$ cat config.mk
export PLATFORM = sky130hd
export DESIGN_NAME = axi4_lite_cmd_sequencer
export DESIGN_NICKNAME = d
export VERILOG_FILES = /design/src/rtl/axi4_lite_cmd_sequencer_pkg.sv /design/src/rtl/axi4_lite_cmd_sequencer_fifo.sv /design/src/rtl/axi4_lite_cmd_sequencer.sv
export SDC_FILE = /design/constraint.sdc
export NUM_CORES = 1
export LEC_CHECK = 0
export CAP_MARGIN = 0
export CORE_ASPECT_RATIO = 1.5
export CORE_MARGIN = 5
export CORE_UTILIZATION = 35
export CTS_CLUSTER_DIAMETER = 150
export DETAILED_ROUTE_END_ITERATION = 10
export GPL_TIMING_DRIVEN = 0
export PLACE_DENSITY = 0.61
export SLEW_MARGIN = 10
export SYNTH_ARGS = -nofsm -noshare
export SYNTH_HDL_FRONTEND = slang
export SYNTH_SLANG_ARGS = --single-unit
$ cat constraint.sdc
create_clock -name ACLK -period 4.6 [get_ports ACLK]
set_input_delay 0.92 -clock ACLK [delete_from_list [all_inputs] [get_ports ACLK]]
set_output_delay 0.92 -clock ACLK [all_outputs]
set_load 0.005 [all_outputs]
$ cat src/rtl/axi4_lite_cmd_sequencer_pkg.sv
// Shared AXI4-Lite definitions: bus widths, command record and sequencer states.
package axi4_lite_Defs;

  localparam int Addr_Width = 32;
  localparam int Data_Width = 32;

  localparam logic [1:0] RESP_SLVERR = 2'b10;

  typedef struct packed {
    logic                  write;
    logic [Addr_Width-1:0] addr;
    logic [Data_Width-1:0] data;
  } axi4_cmd_t;

  typedef enum logic [1:0] {
    SEQ_IDLE,
    SEQ_ISSUE,
    SEQ_WAIT,
    SEQ_RESP
  } seq_state_t;

endpackage

$ cat src/rtl/axi4_lite_cmd_sequencer_fifo.sv
// Synchronous command FIFO with registered full/empty flags and occupancy count.
module axi4_cmd_fifo
  import axi4_lite_Defs::*;
#(
  parameter int unsigned DEPTH = 4
) (
  input  logic                   i_clk,
  input  logic                   i_rst,
  input  logic                   i_push,
  input  axi4_cmd_t              i_data,
  input  logic                   i_pop,
  output axi4_cmd_t              o_data,
  output logic                   o_full,
  output logic                   o_empty,
  output logic [$clog2(DEPTH):0] o_count
);

  localparam int unsigned PW = $clog2(DEPTH);

  axi4_cmd_t     r_mem [DEPTH];
  logic [PW-1:0] r_wptr;
  logic [PW-1:0] r_rptr;
  logic [PW:0]   r_count;
  logic [PW:0]   w_count_nxt;
  logic          r_full;
  logic          r_empty;
  logic          w_push;
  logic          w_pop;

  assign w_push = i_push && !r_full;
  assign w_pop  = i_pop && !r_empty;

  always_comb begin
    w_count_nxt = r_count;
    unique case ({w_push, w_pop})
      2'b10:   w_count_nxt = r_count + 1'b1;
      2'b01:   w_count_nxt = r_count - 1'b1;
      default: w_count_nxt = r_count;
    endcase
  end

  // Flags come from the next count, so a pop only frees a slot for the following cycle.
  always_ff @(posedge i_clk) begin
    if (i_rst) begin
      r_wptr  <= '0;
      r_rptr  <= '0;
      r_count <= '0;
      r_full  <= 1'b0;
      r_empty <= 1'b1;
    end else begin
      if (w_push) r_wptr <= r_wptr + 1'b1;
      if (w_pop)  r_rptr <= r_rptr + 1'b1;
      r_count <= w_count_nxt;
      r_full  <= (w_count_nxt == (PW+1)'(DEPTH));
      r_empty <= (w_count_nxt == '0);
    end
  end

  always_ff @(posedge i_clk) begin
    if (w_push) r_mem[r_wptr] <= i_data;
  end

  assign o_data  = r_mem[r_rptr];
  assign o_full  = r_full;
  assign o_empty = r_empty;
  assign o_count = r_count;

endmodule

$ cat src/rtl/axi4_lite_cmd_sequencer.sv
// Queues host read/write commands and issues them one at a time to axi4_lite_master,
// returning one response (or a forced timeout response) per command.
module axi4_lite_cmd_sequencer
  import axi4_lite_Defs::*;
#(
  parameter int unsigned DEPTH       = 4,
  parameter int unsigned TIMEOUT_CYC = 256
) (
  input  logic                   ACLK,
  input  logic                   ARESET,
  input  logic                   cmd_valid,
  output logic                   cmd_ready,
  input  logic                   cmd_write,
  input  logic [Addr_Width-1:0]  cmd_addr,
  input  logic [Data_Width-1:0]  cmd_wdata,
  output logic                   rd_en,
  output logic                   wr_en,
  output logic [Addr_Width-1:0]  Read_Address,
  output logic [Addr_Width-1:0]  Write_Address,
  output logic [Data_Width-1:0]  Write_Data,
  input  logic                   wr_done,
  input  logic [1:0]             bresp,
  input  logic                   rd_done,
  input  logic [Data_Width-1:0]  rdata,
  input  logic [1:0]             rresp,
  output logic                   rsp_valid,
  output logic                   rsp_write,
  output logic [Data_Width-1:0]  rsp_data,
  output logic [1:0]             rsp_resp,
  output logic                   rsp_timeout,
  output logic [$clog2(DEPTH):0] q_count
);

  localparam int unsigned CW = $clog2(TIMEOUT_CYC);

  seq_state_t            r_state;
  seq_state_t            w_state_nxt;
  axi4_cmd_t             w_cmd_in;
  axi4_cmd_t             w_head;
  logic                  w_full;
  logic                  w_empty;
  logic                  w_pop;
  logic                  w_done_match;
  logic                  w_timeout;
  logic                  r_cmd_write;
  logic [Addr_Width-1:0] r_rd_addr;
  logic [Addr_Width-1:0] r_wr_addr;
  logic [Data_Width-1:0] r_wr_data;
  logic [CW-1:0]         r_cnt;
  logic                  r_rsp_write;
  logic [Data_Width-1:0] r_rsp_data;
  logic [1:0]            r_rsp_resp;
  logic                  r_rsp_timeout;

  assign w_cmd_in.write = cmd_write;
  assign w_cmd_in.addr  = cmd_addr;
  assign w_cmd_in.data  = cmd_wdata;

  axi4_cmd_fifo #(
    .DEPTH (DEPTH)
  ) u_fifo (
    .i_clk   (ACLK),
    .i_rst   (ARESET),
    .i_push  (cmd_valid),
    .i_data  (w_cmd_in),
    .i_pop   (w_pop),
    .o_data  (w_head),
    .o_full  (w_full),
    .o_empty (w_empty),
    .o_count (q_count)
  );

  assign cmd_ready    = !w_full;
  assign w_done_match = r_cmd_write ? wr_done : rd_done;
  // WAIT starts at count 0; RESP is entered on the edge the count would reach TIMEOUT_CYC-1.
  assign w_timeout    = (r_cnt == CW'(TIMEOUT_CYC - 2));

  always_ff @(posedge ACLK) begin
    if (ARESET) r_state <= SEQ_IDLE;
    else        r_state <= w_state_nxt;
  end

  always_comb begin
    w_state_nxt = r_state;
    unique case (r_state)
      SEQ_IDLE:  if (!w_empty) w_state_nxt = SEQ_ISSUE;
      SEQ_ISSUE: w_state_nxt = SEQ_WAIT;
      SEQ_WAIT:  if (w_done_match || w_timeout) w_state_nxt = SEQ_RESP;
      SEQ_RESP:  w_state_nxt = SEQ_IDLE;
      default:   w_state_nxt = SEQ_IDLE;
    endcase
  end

  always_comb begin
    w_pop     = 1'b0;
    rd_en     = 1'b0;
    wr_en     = 1'b0;
    rsp_valid = 1'b0;
    unique case (r_state)
      SEQ_IDLE:  w_pop = !w_empty;
      SEQ_ISSUE: begin
        wr_en = r_cmd_write;
        rd_en = !r_cmd_write;
      end
      SEQ_RESP:  rsp_valid = 1'b1;
      default:   w_pop = 1'b0;
    endcase
  end

  always_ff @(posedge ACLK) begin
    if (ARESET) begin
      r_cmd_write <= 1'b0;
      r_rd_addr   <= '0;
      r_wr_addr   <= '0;
      r_wr_data   <= '0;
      r_cnt       <= '0;
    end else begin
      if (w_pop) begin
        r_cmd_write <= w_head.write;
        if (w_head.write) begin
          r_wr_addr <= w_head.addr;
          r_wr_data <= w_head.data;
        end else begin
          r_rd_addr <= w_head.addr;
        end
      end
      if (r_state == SEQ_ISSUE)     r_cnt <= '0;
      else if (r_state == SEQ_WAIT) r_cnt <= r_cnt + 1'b1;
    end
  end

  // Response fields are only non-zero during the RESP cycle.
  always_ff @(posedge ACLK) begin
    if (ARESET || r_state == SEQ_RESP) begin
      r_rsp_write   <= 1'b0;
      r_rsp_data    <= '0;
      r_rsp_resp    <= '0;
      r_rsp_timeout <= 1'b0;
    end else if (r_state == SEQ_WAIT && w_done_match) begin
      r_rsp_write   <= r_cmd_write;
      r_rsp_data    <= r_cmd_write ? '0 : rdata;
      r_rsp_resp    <= r_cmd_write ? bresp : rresp;
      r_rsp_timeout <= 1'b0;
    end else if (r_state == SEQ_WAIT && w_timeout) begin
      r_rsp_write   <= r_cmd_write;
      r_rsp_data    <= '0;
      r_rsp_resp    <= RESP_SLVERR;
      r_rsp_timeout <= 1'b1;
    end
  end

  assign Read_Address  = r_rd_addr;
  assign Write_Address = r_wr_addr;
  assign Write_Data    = r_wr_data;
  assign rsp_write     = r_rsp_write;
  assign rsp_data      = r_rsp_data;
  assign rsp_resp      = r_rsp_resp;
  assign rsp_timeout   = r_rsp_timeout;

endmodule

Word-level counts from Yosys, hierarchy flattened
Memories as Yosys holds them, arrays and structs flattened. A register that Yosys moved wholly into a read port is not among the register bits.
Cells that the tools add are included.
{"block": "op_classes", "addsub": 5, "eq_ne": 9, "mux": 21, "bitwise_logic": 1, "reduce_logical": 17}
{"op": "$mux W32", "n": 3}
{"op": "$mux W2", "n": 7}
{"op": "$mux W1", "n": 9}
{"op": "$add A8 B1 Y8 const B", "n": 1}
{"op": "$eq A8 B8 Y1 const B", "n": 1}
{"op": "$pmux W2 S4", "n": 1}
{"op": "$eq A2 B2 Y1 const B", "n": 3}
{"op": "$pmux W3 S2", "n": 1}
{"op": "$reduce_and A2 Y1", "n": 3}
{"op": "$add A2 B1 Y2 const B", "n": 2}
{"op": "$eq A2 B1 Y1 const B", "n": 2}
{"op": "$logic_and A1 B1 Y1", "n": 4}
{"op": "$ne A2 B2 Y1 const B", "n": 2}
{"op": "$reduce_or A2 Y1", "n": 2}
{"op": "$add A3 B1 Y3 const B", "n": 1}
{"op": "$eq A3 B3 Y1 const B", "n": 1}
{"op": "$logic_not A1 Y1", "n": 3}
{"op": "$logic_not A3 Y1", "n": 1}
{"op": "$sub A3 B1 Y3 const B", "n": 1}
{"op": "$logic_not A2 Y1", "n": 1}
{"op": "$logic_or A1 B1 Y1", "n": 2}
{"op": "$reduce_bool A2 Y1", "n": 1}
{"op": "$not A1 Y1", "n": 1}
{"block": "totals", "regBits": 152, "ram_bits": 260, "inputBits": 106, "n_memories": 1}
{"name": "u_fifo.r_mem", "words": 4, "width": 65, "read_ports": 1, "rd_ports_with_merged_regs": 1, "write_ports": 1, "line": "axi4_lite_cmd_sequencer_fifo.sv:20", "rtl": "axi4_cmd_t r_mem [DEPTH];"}

Logic depth before layout (Yosys ltp)
Gate-level depths: netlist (run 1).
{"block": "logic_depth", "depth_word": 6, "mapped_depth": 10}

Cells and area by module
Synthesis (run 1) repeated with hierarchy kept, for this count alone.
{"block": "hier_totals", "cells_unflattened": 976, "hier_area_um2": 15041.9}
{"module": "axi4_cmd_fifo", "n_inst": 1, "cells_per_inst": 397, "area_per_inst_um2": 9958.3, "seq_area_each_um2": 8027.7}
{"module": "axi4_lite_cmd_sequencer", "n_inst": 1, "cells_per_inst": 579, "area_per_inst_um2": 5083.6, "seq_area_each_um2": 2862.7}

Worst setup path before layout (run 1)
No wires, ideal clock.
{"block": "synth_timing", "kind": "in2reg", "from": "in cmd_valid", "to": "mem u_fifo.r_mem[0][0] (netlist bit), enable pin", "setup_time_ps": 430, "arrival_ps": 2825, "setup_slack_ps": 1345, "path_stages": 3, "path_buffers": 1, "path_cell_list": "nor2b_1 > clkbuf_1 > and2_1"}
{"block": "synth_via", "elab_chain_len": 3}
{"item": "start: declaration", "line": "axi4_lite_cmd_sequencer.sv:11", "rtl": "input logic cmd_valid,"}
{"item": "$logic_and A1 B1 Y1", "line": "axi4_lite_cmd_sequencer_fifo.sv:30", "rtl": "assign w_push = i_push && !r_full;"}
{"item": "$mux W1", "line": "axi4_lite_cmd_sequencer_fifo.sv:60", "rtl": "if (w_push) r_mem[r_wptr] <= i_data;"}
{"item": "$mux W1 (implied by the code)", "line": "axi4_lite_cmd_sequencer_fifo.sv:60"}
{"item": "end: declaration", "line": "axi4_lite_cmd_sequencer_fifo.sv:20"}
Every way passes these cells.

Worst setup path in the final report (run 1)
{"block": "layout_timing", "from": "in ARESET", "to": "reg r_wr_data[6], in the netlist Write_Data[6]"}
{"item": "start: declaration", "line": "axi4_lite_cmd_sequencer.sv:10", "rtl": "input logic ARESET,"}
{"item": "end signal: assignment", "line": "axi4_lite_cmd_sequencer.sv:122", "rtl": "r_wr_data <= w_head.data;"}
{"item": "end: declaration", "line": "axi4_lite_cmd_sequencer.sv:48", "rtl": "logic [Data_Width-1:0] r_wr_data;"}
No word-level cell between the ends.

==> summary.txt, run 1 <==
Timing
  • Fmax: 314.8 MHz
  • Final Hold Vio Count: 0
  • RSZ-0062 raised after global routing: no
  • Skew final: 0.01375 ns
  • Post-route minimum period: 3.176 ns
  • Worst-margin pin slew: 1.069 ns
  • Relative slew slack: 28.74%
  • Setup_tns: 0 ns
  • Fin. max-slew vios: 0
  • Setup violators final: 0
  • Post-route clock period utilization: 69.05%

Power
  • Logic gate share of total power: 24.4%
  • Int Pwr: 7.461 mW
  • Pleak: 6.403 nW
  • Tot Pwr: 10.31 mW
  • Sw Share: 27.62%
  • Power per standard cell area: 530.6 nW/um2
  • Clock share of power: 30.8%
  • Worst vdd ir: 377.0 uV
  • Psw: 2.847 mW
  • Share of power burned in registers: 44.8%

Critical path
  • Reg2reg setup slack: 2.05 ns
  • Crit. End Element: flip-flop
  • R2r worst-path depth: 10
  • CP Launch Point: ARESET
  • CP Launch Type: primary input
  • CP top delay family: buffers and inverters
  • Worst flop-to-flop path startpoint: r_state[0]
  • Cell count along the critical path: 5
  • Slowest stage delay, CP: 0.86 ns
  • Max stage delay cell, worst path: clkbuf_1
  • Crit-path max FO: 10
  • Critical setup path kind: primary input to flip-flop
  • Crit path buffers/inverters: 4
  • CP required: 4.99 ns
  • Most frequent CP cell: clkbuf_1
  • Worst EP arrival: 3.56 ns
  • RR Endpoint: u_fifo.o_full
  • CP cell instances: clkdlybuf4s50_1 > clkbuf_1 > clkbuf_1 > clkbuf_1 > a21oi_1

Synth
  • Cells after Synth: 972
  • Post-synthesis sequential area ratio: 73.20%
  • Syn_area_per_cell: 15.31 um2
  • Post-synth ARST share: 0%
  • Synthesized net count: 1091
  • Post-synthesis register bit count: 414
  • Main flop type after synthesis: edfxtp_1
  • Syn Std Cell Area: 14880 um2
  • Library cells used by synthesis: 38
  • YS warnings: 0
  • Post-synth EDFFs: 260

Routing
  • # DRC: 0
  • DR vias: 8828
  • Antenna Nets Post-Route: 0
  • Vias/cell: 4.736
  • Wire length per cell: 19.35 um
  • Final WL: 36080 um
  • DRT iter0 DRCs: 398
  • 1st-pass router iterations: 5

Final layout
  • Area Overhead vs Synth: 30.58%
  • Ratio of cells with drive above 1 in the final layout: 13.49%
  • Final nets: 1383
  • Finished layout cell area: 19430 um2
  • Post-layout util: 46.24%
  • Filler instances: 3744

Global routing
  • Initial antenna violation count: 5
  • GR Overflow Total: 0
  • Pin count of the biggest net entering global routing: 45
  • Vias in the first global route: 9368
  • Tot GR Track Use: 15.24%
  • First-pass GRT wire length: 55230 um

Clock network
  • # Post-CTS Setup Buffers: 0
  • Worst skew pair latency: 0.53 ns
  • Clock-pin slew on the worst setup and hold paths: 0.06 ns
  • Worst-case clock buffer depth: 3
  • CTS tree: built
  • Clock Sinks: 414
  • Root Driver: clkbuf_16
  • Clock H-tree levels: 2
  • Resized Gates After CTS: 0
  • Post-CTS Hold Buffers: 0
  • Cts bufs inserted: 42

Hold path
  • Hold Crit Start: Write_Data[26]
  • Hold endpoint: Write_Data[26]
  • Hold WC Path Type: flip-flop to flip-flop
  • Hold depth: 2

Floorplanning
  • Core ar.: 42020 um2
  • Initial core utilization: 35.41%
  • I/O Pins: 245
  • Core Rows: 92
  • Die span in y: 262.5 um
  • Die width: 178.3 um
  • Full die area: 46820 um2

Placed design
  • Port Buffers: 244
  • Dpl cell area: 18150 um2
  • HPWL Detailed: 24630 um
  • Placer Congestion: 0.7609

Run
  • Max cap viols: 0

Outcome
  • Outcome: completed
[logic make-up after synthesis]
family          share of synthesized area (%)
compound gates                          5.937
mux                                     10.18
fa+ha+maj                               1.144
xor+xnor                               0.5887
simple gates                            6.753
flops                                   73.20
buf+inv                                 2.195
[worst max-delay path by stage]
stage | end | slack, ns
after CTS | Write_Data[6] | 1.26
after global routing | Write_Data[9] | 1.19
after detailed placement | Write_Data[8] | 0.69
final | Write_Data[6] | 1.42
after global placement | u_fifo.r_mem[0][60] | -0.77
after floorplan | u_fifo.r_mem[0][0] | 1.34
[registers in the layout, summed over array words and instances (netlist names), named ones only]
signal	count
u_fifo.o_count	3
r_state	2
Write_Address	32
u_fifo.r_wptr	2
rsp_data	32
Read_Address	32
u_fifo.r_mem	260
r_cnt	8
rsp_resp	2
u_fifo.r_rptr	2
rsp_write	1
rsp_timeout	1
u_fifo.o_empty	1
r_cmd_write	1
Write_Data	32
u_fifo.o_full	1
[synthesized netlist by cell type (5+ instances only)]
cell / number / share of area, %
edfxtp_1: 260 / 52
mux4_2: 65 / 9.8
buf_4: 11 / 0.56
buf_2: 21 / 0.71
inv_1: 11 / 0.28
a22o_1: 32 / 1.9
nor2_1: 20 / 0.50
a21oi_1: 105 / 3.5
nand2_1: 201 / 5.1
and2_1: 6 / 0.25
clkbuf_1: 20 / 0.50
dfxtp_1: 154 / 21
xor2_1: 5 / 0.29
ha_1: 12 / 1.0
xnor2_1: 5 / 0.29
[cell type report]
type	instances	area, um2	share of cell area (%)
flip-flops and latches	414	10890	56.06
multi-input cells	490	3671	18.90
repair buffers	248	2552	13.14
clock buffers	61	1185	6.099
well taps	564	705.7	3.632
plain buffers	57	285.3	1.468
clock inverters	16	88.84	0.4573
inverters	11	41.29	0.2125
diodes	3	7.507	0.03864
[power by group through the flow]
stage          clock network, mW  logic (mW)  registers (mW)
6_report                    3.18        2.51            4.62
5_1_grt                     3.42        2.78            4.66
4_1_cts                     3.28        2.60            4.62
3_5_place_dp                   0        2.59            4.70
3_3_place_gp                   0        2.54            4.71
2_1_floorplan                  0        1.46            4.69
[metal layers]
layer | global-route usage, % | vias up | routed length [um]
met5 | 0 | - | 21
li1 | - | 4178 | -
met4 | 5.065 | 4 | 990
met1 | 16.96 | 4365 | 13710
met3 | 3.051 | 59 | 1973
met2 | 28.56 | 222 | 19380
[layout by cell type (no fill, tap or decap), types with 5 or more instances in the layout]
cell type and n:
xnor2_1 5, a22o_1 32, nor2_1 20, clkinv_2 12, dfxtp_1 154, mux4_2 65
clkbuf_16 43, clkbuf_1 33, edfxtp_1 260, a21oi_1 105, buf_4 11, nand2_1 201
buf_2 21, clkdlybuf4s50_1 244, ha_1 12, inv_1 11, xor2_1 5
[through the flow]
stage	setup slack [ns]	hold slack, ns	cells
finish	1.424	0.4554	1864
global route	1.188	0.4714	1864
CTS	1.264	0.4547	1861
detailed placement	0.6910	0.4468	1784
global placement	-0.7748	0.4437	1780
floorplan	1.345	0.4527	972
[tightest hold or removal path, stage by stage, from the launching register on]
cell     delay [ns]
dfxtp_1        0.31
nand2_1        0.05
a21oi_1        0.05
No activity file was read; power rests on OpenSTA's default activity.
==> run 2: changes to the inputs <==
clock period = 3.2 ns   (was 4.6 ns; I/O delays follow)
==> results of run 2 <==
Same layout as run 1 (identical final DEF). Status: completed.
Main changes from that run: setup slack after placement 0.6910 ns -> -0.4290 ns; setup slack after layout 1.424 ns -> 0.3038 ns; register-to-register setup slack 2.05 ns -> 0.65 ns; total power 10.31 mW -> 14.82 mW; worst IR drop on VDD 377.0 uV -> 542.0 uV
==> run 3: changes to the inputs <==
CORE_MARGIN = 2   (was 5)
==> summary.txt, run 3 (synthesized netlist as in run 1, its figures left out) <==
Critical path
  • Critical setup path kind: primary input to flip-flop
  • Most frequent CP cell: clkbuf_1
  • Max stage delay cell, worst path: clkbuf_1
  • Crit path buffers/inverters: 4
  • CP top delay family: buffers and inverters
  • Worst EP arrival: 3.09 ns
  • Slowest stage delay, CP: 0.73 ns
  • Crit-path max FO: 10
  • CP required: 3.60 ns
  • Worst flop-to-flop path startpoint: r_state[0]
  • CP Launch Type: primary input
  • Crit. End Element: flip-flop
  • CP Launch Point: ARESET
  • CP cell instances: clkdlybuf4s50_1 > clkbuf_1 > clkbuf_1 > clkbuf_1 > a21oi_1

Final layout
  • Area Overhead vs Synth: 31.33%
  • Max FFs per register: 260
  • Commonest non-fill, non-tap cell in the layout: edfxtp_1
  • Most frequent cells in the layout: edfxtp_1 (260), clkdlybuf4s50_1 (244), nand2_1 (201)
  • Final nets: 1383
  • Ratio of cells with drive above 1 in the final layout: 13.02%
  • Post-layout util: 46.51%
  • Top reg by flops: u_fifo.r_mem

Timing
  • Fmax: 371.9 MHz
  • Fin. max-slew vios: 0
  • Setup_tns: 0 ns
  • Final worst slack: 0.5111 ns
  • Post-route clock period utilization: 84.03%
  • Relative slew slack: 40.87%
  • Final Hold Vio Count: 0
  • Skew final: 0.01446 ns
  • Post-route minimum period: 2.689 ns
  • Worst-margin pin slew: 0.8870 ns
  • RSZ-0062 raised after global routing: no
  • Setup violators final: 0

Floorplanning
  • Full die area: 44210 um2
  • Core Rows: 92
  • I/O Pins: 245
  • Die width: 172.3 um
  • Core ar.: 42020 um2
  • Die span in y: 256.5 um
  • Initial core utilization: 35.41%

Clock network
  • Worst skew pair latency: 0.54 ns
  • Clock-pin slew on the worst setup and hold paths: 0.06 ns
  • CTS tree: built
  • Cts bufs inserted: 42
  • Worst-case clock buffer depth: 3
  • # Post-CTS Setup Buffers: 0
  • Clock Sinks: 414
  • Clock H-tree levels: 2
  • Post-CTS Hold Buffers: 0
  • Root Driver: clkbuf_16
  • Resized Gates After CTS: 0

Routing
  • DRT iter0 DRCs: 421
  • # DRC: 0
  • DR vias: 8839
  • Final WL: 35560 um
  • Antenna Nets Post-Route: 0
  • Wire length per cell: 19.09 um
  • 1st-pass router iterations: 4
  • Vias/cell: 4.744

Hold path
  • Hold WC Path Type: flip-flop to flip-flop
  • Hold Crit Start: Write_Data[24]

Power
  • Tot Pwr: 15.21 mW
  • Pleak: 6.437 nW
  • Power per standard cell area: 778.4 nW/um2
  • Worst vdd ir: 423.3 uV

Global routing
  • Tot GR Track Use: 16.03%
  • GR Overflow Total: 0
  • Initial antenna violation count: 3
  • Vias in the first global route: 9180
  • Pin count of the biggest net entering global routing: 35
  • First-pass GRT wire length: 53080 um

Placed design
  • Placer Congestion: 0.7439
  • HPWL Detailed: 23820 um
  • Port Buffers: 244
  • Place WS: -0.2911 ns

Run
  • Max cap viols: 0

Outcome
  • Outcome: completed
[run 3: changes by cell type in the layout (fill, tap and decap cells not counted), sizes merged]
cell,delta
clkinv,-1
bufinv,+5
inv,-1
clkbuf,-3
clkinvlp,+1
diode,-2
[run 3: per-stage QoR]
step	cell area (um2)	hold slack [ns]	instances
detailed placement	18140	0.4479	1784
floorplan	14880	0.4527	972
CTS	19540	0.4564	1862
finish	19540	0.4544	1863
global placement	18030	0.4434	1780
global route	19540	0.4684	1863
[run 3: worst paths after layout]
check / end / slack, ns / cells after the start
worst max register to register: u_fifo.o_full / 0.67 / 10
worst min register to register: Write_Data[24] / 0.45 / 2
worst max-delay path: Write_Data[9] / 0.51 / 5
worst min-delay path: Write_Data[24] / 0.45 / 2
[run 3: report_power, final]
group / internal (mW) / switching, mW / leakage, nW / total, mW
sequential: 6.36 / 0.275 / 3.64 / 6.64
combinational: 1.78 / 1.84 / 2.13 / 3.62
clock: 2.97 / 1.98 / 0.673 / 4.95
[run 3: worst min-delay path: cells and delay by family (launching register included)]
family	cells	cell delay, ns
flops	1	0.30
compound gates	1	0.05
simple gates	1	0.05
[run 3: metal layers]
layer	global-route usage [%]	up-vias	wire length (um)
met3	3.365	56	2126
met1	17.45	4353	13270
li1	-	4185	-
met4	5.065	4	823
met2	30.39	241	19320
met5	0	-	31
[run 3: final cells by class]
class	instances	area [um2]
buffer	57	285.3
fill	3775	22480
multi-input combinational	490	3671
timing repair buffer	248	2545
inverter	11	41.29
tap	564	705.7
clock buffer	58	1175
antenna	1	2.502
clock inverter	20	224.0
sequential	414	10890
